<file path="config.mk">
export PLATFORM = sky130hd
export DESIGN_NAME = avalon_mm_pipeline_bridge
export DESIGN_NICKNAME = d
export VERILOG_FILES = /design/src/rtl/avalon_mm_pipeline_bridge.sv
export SDC_FILE = /design/constraint.sdc
export NUM_CORES = 1
export LEC_CHECK = 0
export CAP_MARGIN = 20
export CORE_ASPECT_RATIO = 1.25
export CORE_MARGIN = 5
export CORE_UTILIZATION = 55
export CTS_CLUSTER_SIZE = 40
export DETAILED_ROUTE_END_ITERATION = 7
export PLACE_DENSITY = 0.74
export SYNTH_ARGS = -nofsm -noshare
export SYNTH_HDL_FRONTEND = slang
export SYNTH_SLANG_ARGS = --single-unit
</file>
<file path="constraint.sdc">
create_clock -name clk -period 15.7 [get_ports clk]
set_input_delay 4.71 -clock clk [delete_from_list [all_inputs] [get_ports clk]]
set_output_delay 4.71 -clock clk [all_outputs]
set_load 0.1 [all_outputs]
</file>
<file path="src/rtl/avalon_mm_pipeline_bridge.sv">
// Single-clock Avalon-MM slave-to-master bridge: show-ahead command FIFO, credit-gated
// reads, fall-through response queue, outstanding-read counter and unexpected-response flag.
module avalon_mm_pipeline_bridge #(
    parameter int unsigned DATA_W    = 32,
    parameter int unsigned ADDR_W    = 25,
    parameter int unsigned CMD_DEPTH = 8,
    parameter int unsigned RSP_DEPTH = 16
) (
    input  logic                                  clk,
    input  logic                                  reset_n,
    input  logic [ADDR_W-1:0]                     slave_address,
    input  logic [DATA_W/8-1:0]                   slave_byteenable,
    input  logic                                  slave_read,
    input  logic                                  slave_write,
    input  logic [DATA_W-1:0]                     slave_writedata,
    output logic                                  slave_waitrequest,
    output logic [DATA_W-1:0]                     slave_readdata,
    output logic                                  slave_readdatavalid,
    output logic                                  slave_endofpacket,
    output logic [ADDR_W+$clog2(DATA_W/8)-1:0]    master_address,
    output logic [ADDR_W-1:0]                     master_nativeaddress,
    output logic [DATA_W/8-1:0]                   master_byteenable,
    output logic                                  master_read,
    output logic                                  master_write,
    output logic [DATA_W-1:0]                     master_writedata,
    input  logic                                  master_waitrequest,
    input  logic [DATA_W-1:0]                     master_readdata,
    input  logic                                  master_readdatavalid,
    input  logic                                  master_endofpacket,
    output logic [$clog2(RSP_DEPTH):0]            reads_pending,
    output logic                                  err_unexpected_rsp
);

    localparam int unsigned BE_W    = DATA_W / 8;
    localparam int unsigned BE_LOG  = $clog2(BE_W);
    localparam int unsigned MADDR_W = ADDR_W + BE_LOG;
    localparam int unsigned CMD_AW  = $clog2(CMD_DEPTH);
    localparam int unsigned CMD_CW  = CMD_AW + 1;
    localparam int unsigned RSP_AW  = $clog2(RSP_DEPTH);
    localparam int unsigned RSP_CW  = RSP_AW + 1;
    localparam int unsigned SUM_W   = RSP_CW + 1;

    typedef struct packed {
        logic [DATA_W-1:0] wdata;
        logic [ADDR_W-1:0] addr;
        logic [BE_W-1:0]   be;
        logic              rd;
        logic              wr;
    } cmd_t;

    typedef struct packed {
        logic [DATA_W-1:0] data;
        logic              eop;
    } rsp_t;

    cmd_t              r_cmd_mem [CMD_DEPTH];
    logic [CMD_AW-1:0] r_cmd_wptr;
    logic [CMD_AW-1:0] r_cmd_rptr;
    logic [CMD_CW-1:0] r_cmd_count;

    rsp_t              r_rsp_mem [RSP_DEPTH];
    logic [RSP_AW-1:0] r_rsp_wptr;
    logic [RSP_AW-1:0] r_rsp_rptr;
    logic [RSP_CW-1:0] r_rsp_count;

    logic [RSP_CW-1:0] r_reads_pending;
    logic              r_err;
    logic [DATA_W-1:0] r_slave_rdata;
    logic              r_slave_eop;
    logic              r_slave_rdv;

    cmd_t              w_cmd_in;
    cmd_t              w_head;
    logic              w_cmd_empty;
    logic              w_cmd_push;
    logic              w_cmd_pop;
    logic              w_credit;
    logic [SUM_W-1:0]  w_inflight;
    logic              w_rd_issue;
    logic              w_rsp_in;
    logic              w_rsp_unexp;
    logic              w_rsp_nonempty;
    logic              w_rsp_push;
    logic              w_rsp_pop;

    // Command FIFO: show-ahead head drives the master port directly
    always_comb begin
        w_cmd_in       = '0;
        w_cmd_in.wdata = slave_writedata;
        w_cmd_in.addr  = slave_address;
        w_cmd_in.be    = slave_byteenable;
        w_cmd_in.rd    = slave_read;
        w_cmd_in.wr    = slave_write;
    end

    assign slave_waitrequest = (r_cmd_count == CMD_CW'(CMD_DEPTH));
    assign w_cmd_empty       = (r_cmd_count == '0);
    assign w_cmd_push        = (slave_read | slave_write) & ~slave_waitrequest;
    assign w_head            = r_cmd_mem[r_cmd_rptr];

    assign w_inflight = SUM_W'(r_reads_pending) + SUM_W'(r_rsp_count);
    assign w_credit   = (w_inflight < SUM_W'(RSP_DEPTH));

    assign master_read          = ~w_cmd_empty & w_head.rd & w_credit;
    assign master_write         = ~w_cmd_empty & w_head.wr;
    assign master_nativeaddress = w_head.addr;
    assign master_address       = MADDR_W'(w_head.addr) << BE_LOG;
    assign master_byteenable    = w_head.be;
    assign master_writedata     = w_head.wdata;

    assign w_cmd_pop  = (master_read | master_write) & ~master_waitrequest;
    assign w_rd_issue = master_read & ~master_waitrequest;

    always_ff @(posedge clk) begin
        if (w_cmd_push) begin
            r_cmd_mem[r_cmd_wptr] <= w_cmd_in;
        end
    end

    always_ff @(posedge clk or negedge reset_n) begin
        if (!reset_n) begin
            r_cmd_wptr  <= '0;
            r_cmd_rptr  <= '0;
            r_cmd_count <= '0;
        end else begin
            if (w_cmd_push) begin
                r_cmd_wptr <= r_cmd_wptr + 1'b1;
            end
            if (w_cmd_pop) begin
                r_cmd_rptr <= r_cmd_rptr + 1'b1;
            end
            case ({w_cmd_push, w_cmd_pop})
                2'b10:   r_cmd_count <= r_cmd_count + 1'b1;
                2'b01:   r_cmd_count <= r_cmd_count - 1'b1;
                default: r_cmd_count <= r_cmd_count;
            endcase
        end
    end

    // Outstanding reads and protocol error
    assign w_rsp_in    = master_readdatavalid & (r_reads_pending != '0);
    assign w_rsp_unexp = master_readdatavalid & (r_reads_pending == '0);

    always_ff @(posedge clk or negedge reset_n) begin
        if (!reset_n) begin
            r_reads_pending <= '0;
            r_err           <= 1'b0;
        end else begin
            case ({w_rd_issue, w_rsp_in})
                2'b10:   r_reads_pending <= r_reads_pending + 1'b1;
                2'b01:   r_reads_pending <= r_reads_pending - 1'b1;
                default: r_reads_pending <= r_reads_pending;
            endcase
            if (w_rsp_unexp) begin
                r_err <= 1'b1;
            end
        end
    end

    // Incoming word bypasses the queue when it is empty, giving one-cycle response latency
    assign w_rsp_nonempty = (r_rsp_count != '0);
    assign w_rsp_pop      = w_rsp_nonempty;
    assign w_rsp_push     = w_rsp_in & w_rsp_nonempty;

    always_ff @(posedge clk) begin
        if (w_rsp_push) begin
            r_rsp_mem[r_rsp_wptr] <= '{data: master_readdata, eop: master_endofpacket};
        end
    end

    always_ff @(posedge clk or negedge reset_n) begin
        if (!reset_n) begin
            r_rsp_wptr    <= '0;
            r_rsp_rptr    <= '0;
            r_rsp_count   <= '0;
            r_slave_rdv   <= 1'b0;
            r_slave_rdata <= '0;
            r_slave_eop   <= 1'b0;
        end else begin
            if (w_rsp_push) begin
                r_rsp_wptr <= r_rsp_wptr + 1'b1;
            end
            if (w_rsp_pop) begin
                r_rsp_rptr <= r_rsp_rptr + 1'b1;
            end
            case ({w_rsp_push, w_rsp_pop})
                2'b10:   r_rsp_count <= r_rsp_count + 1'b1;
                2'b01:   r_rsp_count <= r_rsp_count - 1'b1;
                default: r_rsp_count <= r_rsp_count;
            endcase
            r_slave_rdv <= w_rsp_nonempty | w_rsp_in;
            if (w_rsp_nonempty) begin
                r_slave_rdata <= r_rsp_mem[r_rsp_rptr].data;
                r_slave_eop   <= r_rsp_mem[r_rsp_rptr].eop;
            end else if (w_rsp_in) begin
                r_slave_rdata <= master_readdata;
                r_slave_eop   <= master_endofpacket;
            end
        end
    end

    assign slave_readdata      = r_slave_rdata;
    assign slave_endofpacket   = r_slave_eop;
    assign slave_readdatavalid = r_slave_rdv;
    assign reads_pending       = r_reads_pending;
    assign err_unexpected_rsp  = r_err;

endmodule

</file>
==> impl_metrics.json <==
{
  "ys_seq_area_share_pct": 76.9,
  "worstSetupPathType": "reg2out",
  "cp_data_arrival_time_ps": 4490,
  "clock_path_buffers": 3,
  "drt_iter0_drc": 1718,
  "syn-cell-area_mm2": 0.0424,
  "grt_pass1_wl_mm": 133,
  "grt_usage_pct": 21.4,
  "drt_wl_total_mm": 88.1,
  "fin_nets": 2242,
  "cts_setup_buffers": 0,
  "cts_made_buffers": 102,
  "synthTopCellsByArea": "edfxtp_1 73%, mux4_2 15%, dfrtp_1 3.7%",
  "max_freq_mhz": 109,
  "post_drt_wl_per_cell_um": 27.6,
  "synth_edf_count": 1032,
  "synth.most_common_cell": "edfxtp_1",
  "finalHoldViolCount": 0,
  "setup_tns_ps": 0,
  "clk_latency_ps": 680,
  "final_max_slew_viol_count": 0,
  "start_util_pct": 55.6,
  "max_cap_viol_count": 0,
  "cts_resized": 0,
  "die_x_um": 258,
  "synth_commonest_cells": "1032 x edfxtp_1, 286 x mux4_2, 65 x mux2_2",
  "worst_pin_slew_ps": 1120,
  "clock-sinks": 1095,
  "placed_area_mm2": 0.0457,
  "area_delta_synth_final_pct": 16.2,
  "placeableCoreArea_mm2": 0.0762,
  "slowest_delay_ps": 1080,
  "finalClockSkew_ps": 27.6,
  "io_pins": 231,
  "gp_congestion": 0.734,
  "hp-class": "reg2reg",
  "final_util_pct": 64.6,
  "required_ps": 10990,
  "post-route-period-util_pct": 58.6,
  "antenna_found_initial": 6,
  "ctsHoldBuffers": 0,
  "rsz0062_at_grt": "false",
  "yosys_warnings": 0,
  "grt_pass1_vias": 21100,
  "drcViolationCount": 0,
  "synthCells": 1860,
  "status": "finished, final reports clean",
  "cp_slowest_cell": "dfrtp_4",
  "first_pass_iters": 5,
  "slew_headroom_pct": 24.8,
  "rows": 113,
  "post-route-min-period_ps": 9200,
  "drive_above_1_share_pct": 26.5,
  "ys.flop_type": "edfxtp_1",
  "portBuffers": 228,
  "die_h_um": 320,
  "cts_tree": "built",
  "die_area_mm2": 0.0827,
  "yosys.cell_types.count": 44,
  "cts_root_buffer": "clkbuf_16",
  "htree_levels": 3,
  "vias": 19600,
  "clk_pin_slew_ps": 60,
  "grt_start_max_net_pins": 67,
  "async_reset_ff_share_pct": 5.75,
  "path_cells": "buf_4 > mux4_2 > mux2_2 > clkdlybuf4s50_1",
  "syn_area_per_cell_um2": 22.8,
  "final_antenna_net_count": 0,
  "cp-end-kind": "output port",
  "dpl_worst_slack_ps": 7090,
  "dpl.hpwl_mm": 47.2,
  "setup_viol": 0,
  "design_area_mm2": 0.0492,
  "via_per_inst": 6.15,
  "synth-seq-cells": 1095,
  "synth_top_area_cell": "edfxtp_1",
  "setup_ws_ps": 6500,
  "grt_overflow": 0,
  "cp-start-kind": "flip-flop",
  "cp_max_fo": 52,
  "synth.top_cell.area_share_pct": 73.1
}
==> critical path, delay by kind of cell (launching register included) <==
| family | cells | cell delay [ps] |
|---|---|---|
| buffers and inverters | 2 | 1760 |
| flip-flops | 1 | 1080 |
| multiplexers | 2 | 900 |
==> cell type report <==
type	count	area, um2
Tap cell	977	1220
Inverter	10	37.5
Timing Repair Buffer	270	2620
Fill cell	4902	27000
Clock inverter	60	757
Antenna cell	7	17.5
Sequential cell	1095	32600
Multi-Input combinational cell	639	9270
Clock buffer	130	2750
==> through the flow <==
step           hold WS, ps  std cells
2_1_floorplan          456       1861
3_3_place_gp           455       2990
3_5_place_dp           460       2991
4_1_cts                480       3181
5_1_grt                498       3182
6_report               465       3188
==> cells by family after synthesis <==
logic type	Yosys count	share of synthesized area [%]
muxes	396	18.0
DFF	1095	76.9
xor gates and xnor gates	19	0.393
other	1	0.00885
and+or+nand+nor	129	1.31
AOI/OAI and AO/OA	69	0.957
buffers and inverters	127	1.71
adders and majority gates	24	0.762
==> registers in the layout, indices dropped and copies added (netlist names) <==
name,cells
err_unexpected_rsp,1
r_cmd_count,4
r_cmd_mem,504
r_cmd_rptr,3
r_cmd_wptr,3
r_rsp_count,5
r_rsp_mem,528
r_rsp_rptr,4
r_rsp_wptr,4
reads_pending,5
slave_endofpacket,1
slave_readdata,32
slave_readdatavalid,1
==> path summary, 6_finish.rpt <==
kind | start | end | slack, ps | cells after the start
setup / recovery | r_cmd_rptr[0] | master_writedata[14] | 6500 | 4
hold / removal | err_unexpected_rsp | err_unexpected_rsp | 470 | 1
setup reg to reg | r_cmd_rptr[1] | reads_pending[4] | 11710 | 11
hold reg to reg | err_unexpected_rsp | err_unexpected_rsp | 470 | 1
max in group asynchronous | reset_n | reads_pending[1] | 10700 | 2
min in group asynchronous | reset_n | slave_readdata[25] | 4060 | 1
==> per-layer routing <==
layer	up-vias	routed length (um)	track usage, %
met5	-	27	0
met4	4	2060	6.15
met3	132	5990	3.84
met2	728	46100	37.0
met1	10500	33900	28.6
li1	8242	-	-
==> placed cells by master, fill, tap and decap left out, types with 7 or more instances in the layout <==
master           Yosys  routed
nand2_1             64      63
edfxtp_1          1032    1032
clkinv_1             0      18
a21oi_1              9       9
xor2_1               7       7
o21ai_1             32      31
dfrtp_1             63      56
nand2b_1             8       8
o21ai_0             11      11
nor2_4               0      18
bufinv_16            0      14
clkdlybuf4s50_1      0     227
inv_1               10      10
mux4_2             286     286
clkinv_2             0      15
xnor2_1             12      12
clkbuf_16            0     102
nor2_1              36      18
ha_1                21      21
clkbuf_8             0       9
buf_4               31      42
clkbuf_1            32      19
mux2_2              65      65
diode_2              0       7
mux2i_1             45      45
Power is left out: the tool's default activity adds up to more than one toggle a clock period on the data nets, which glitch-free logic cannot reach.
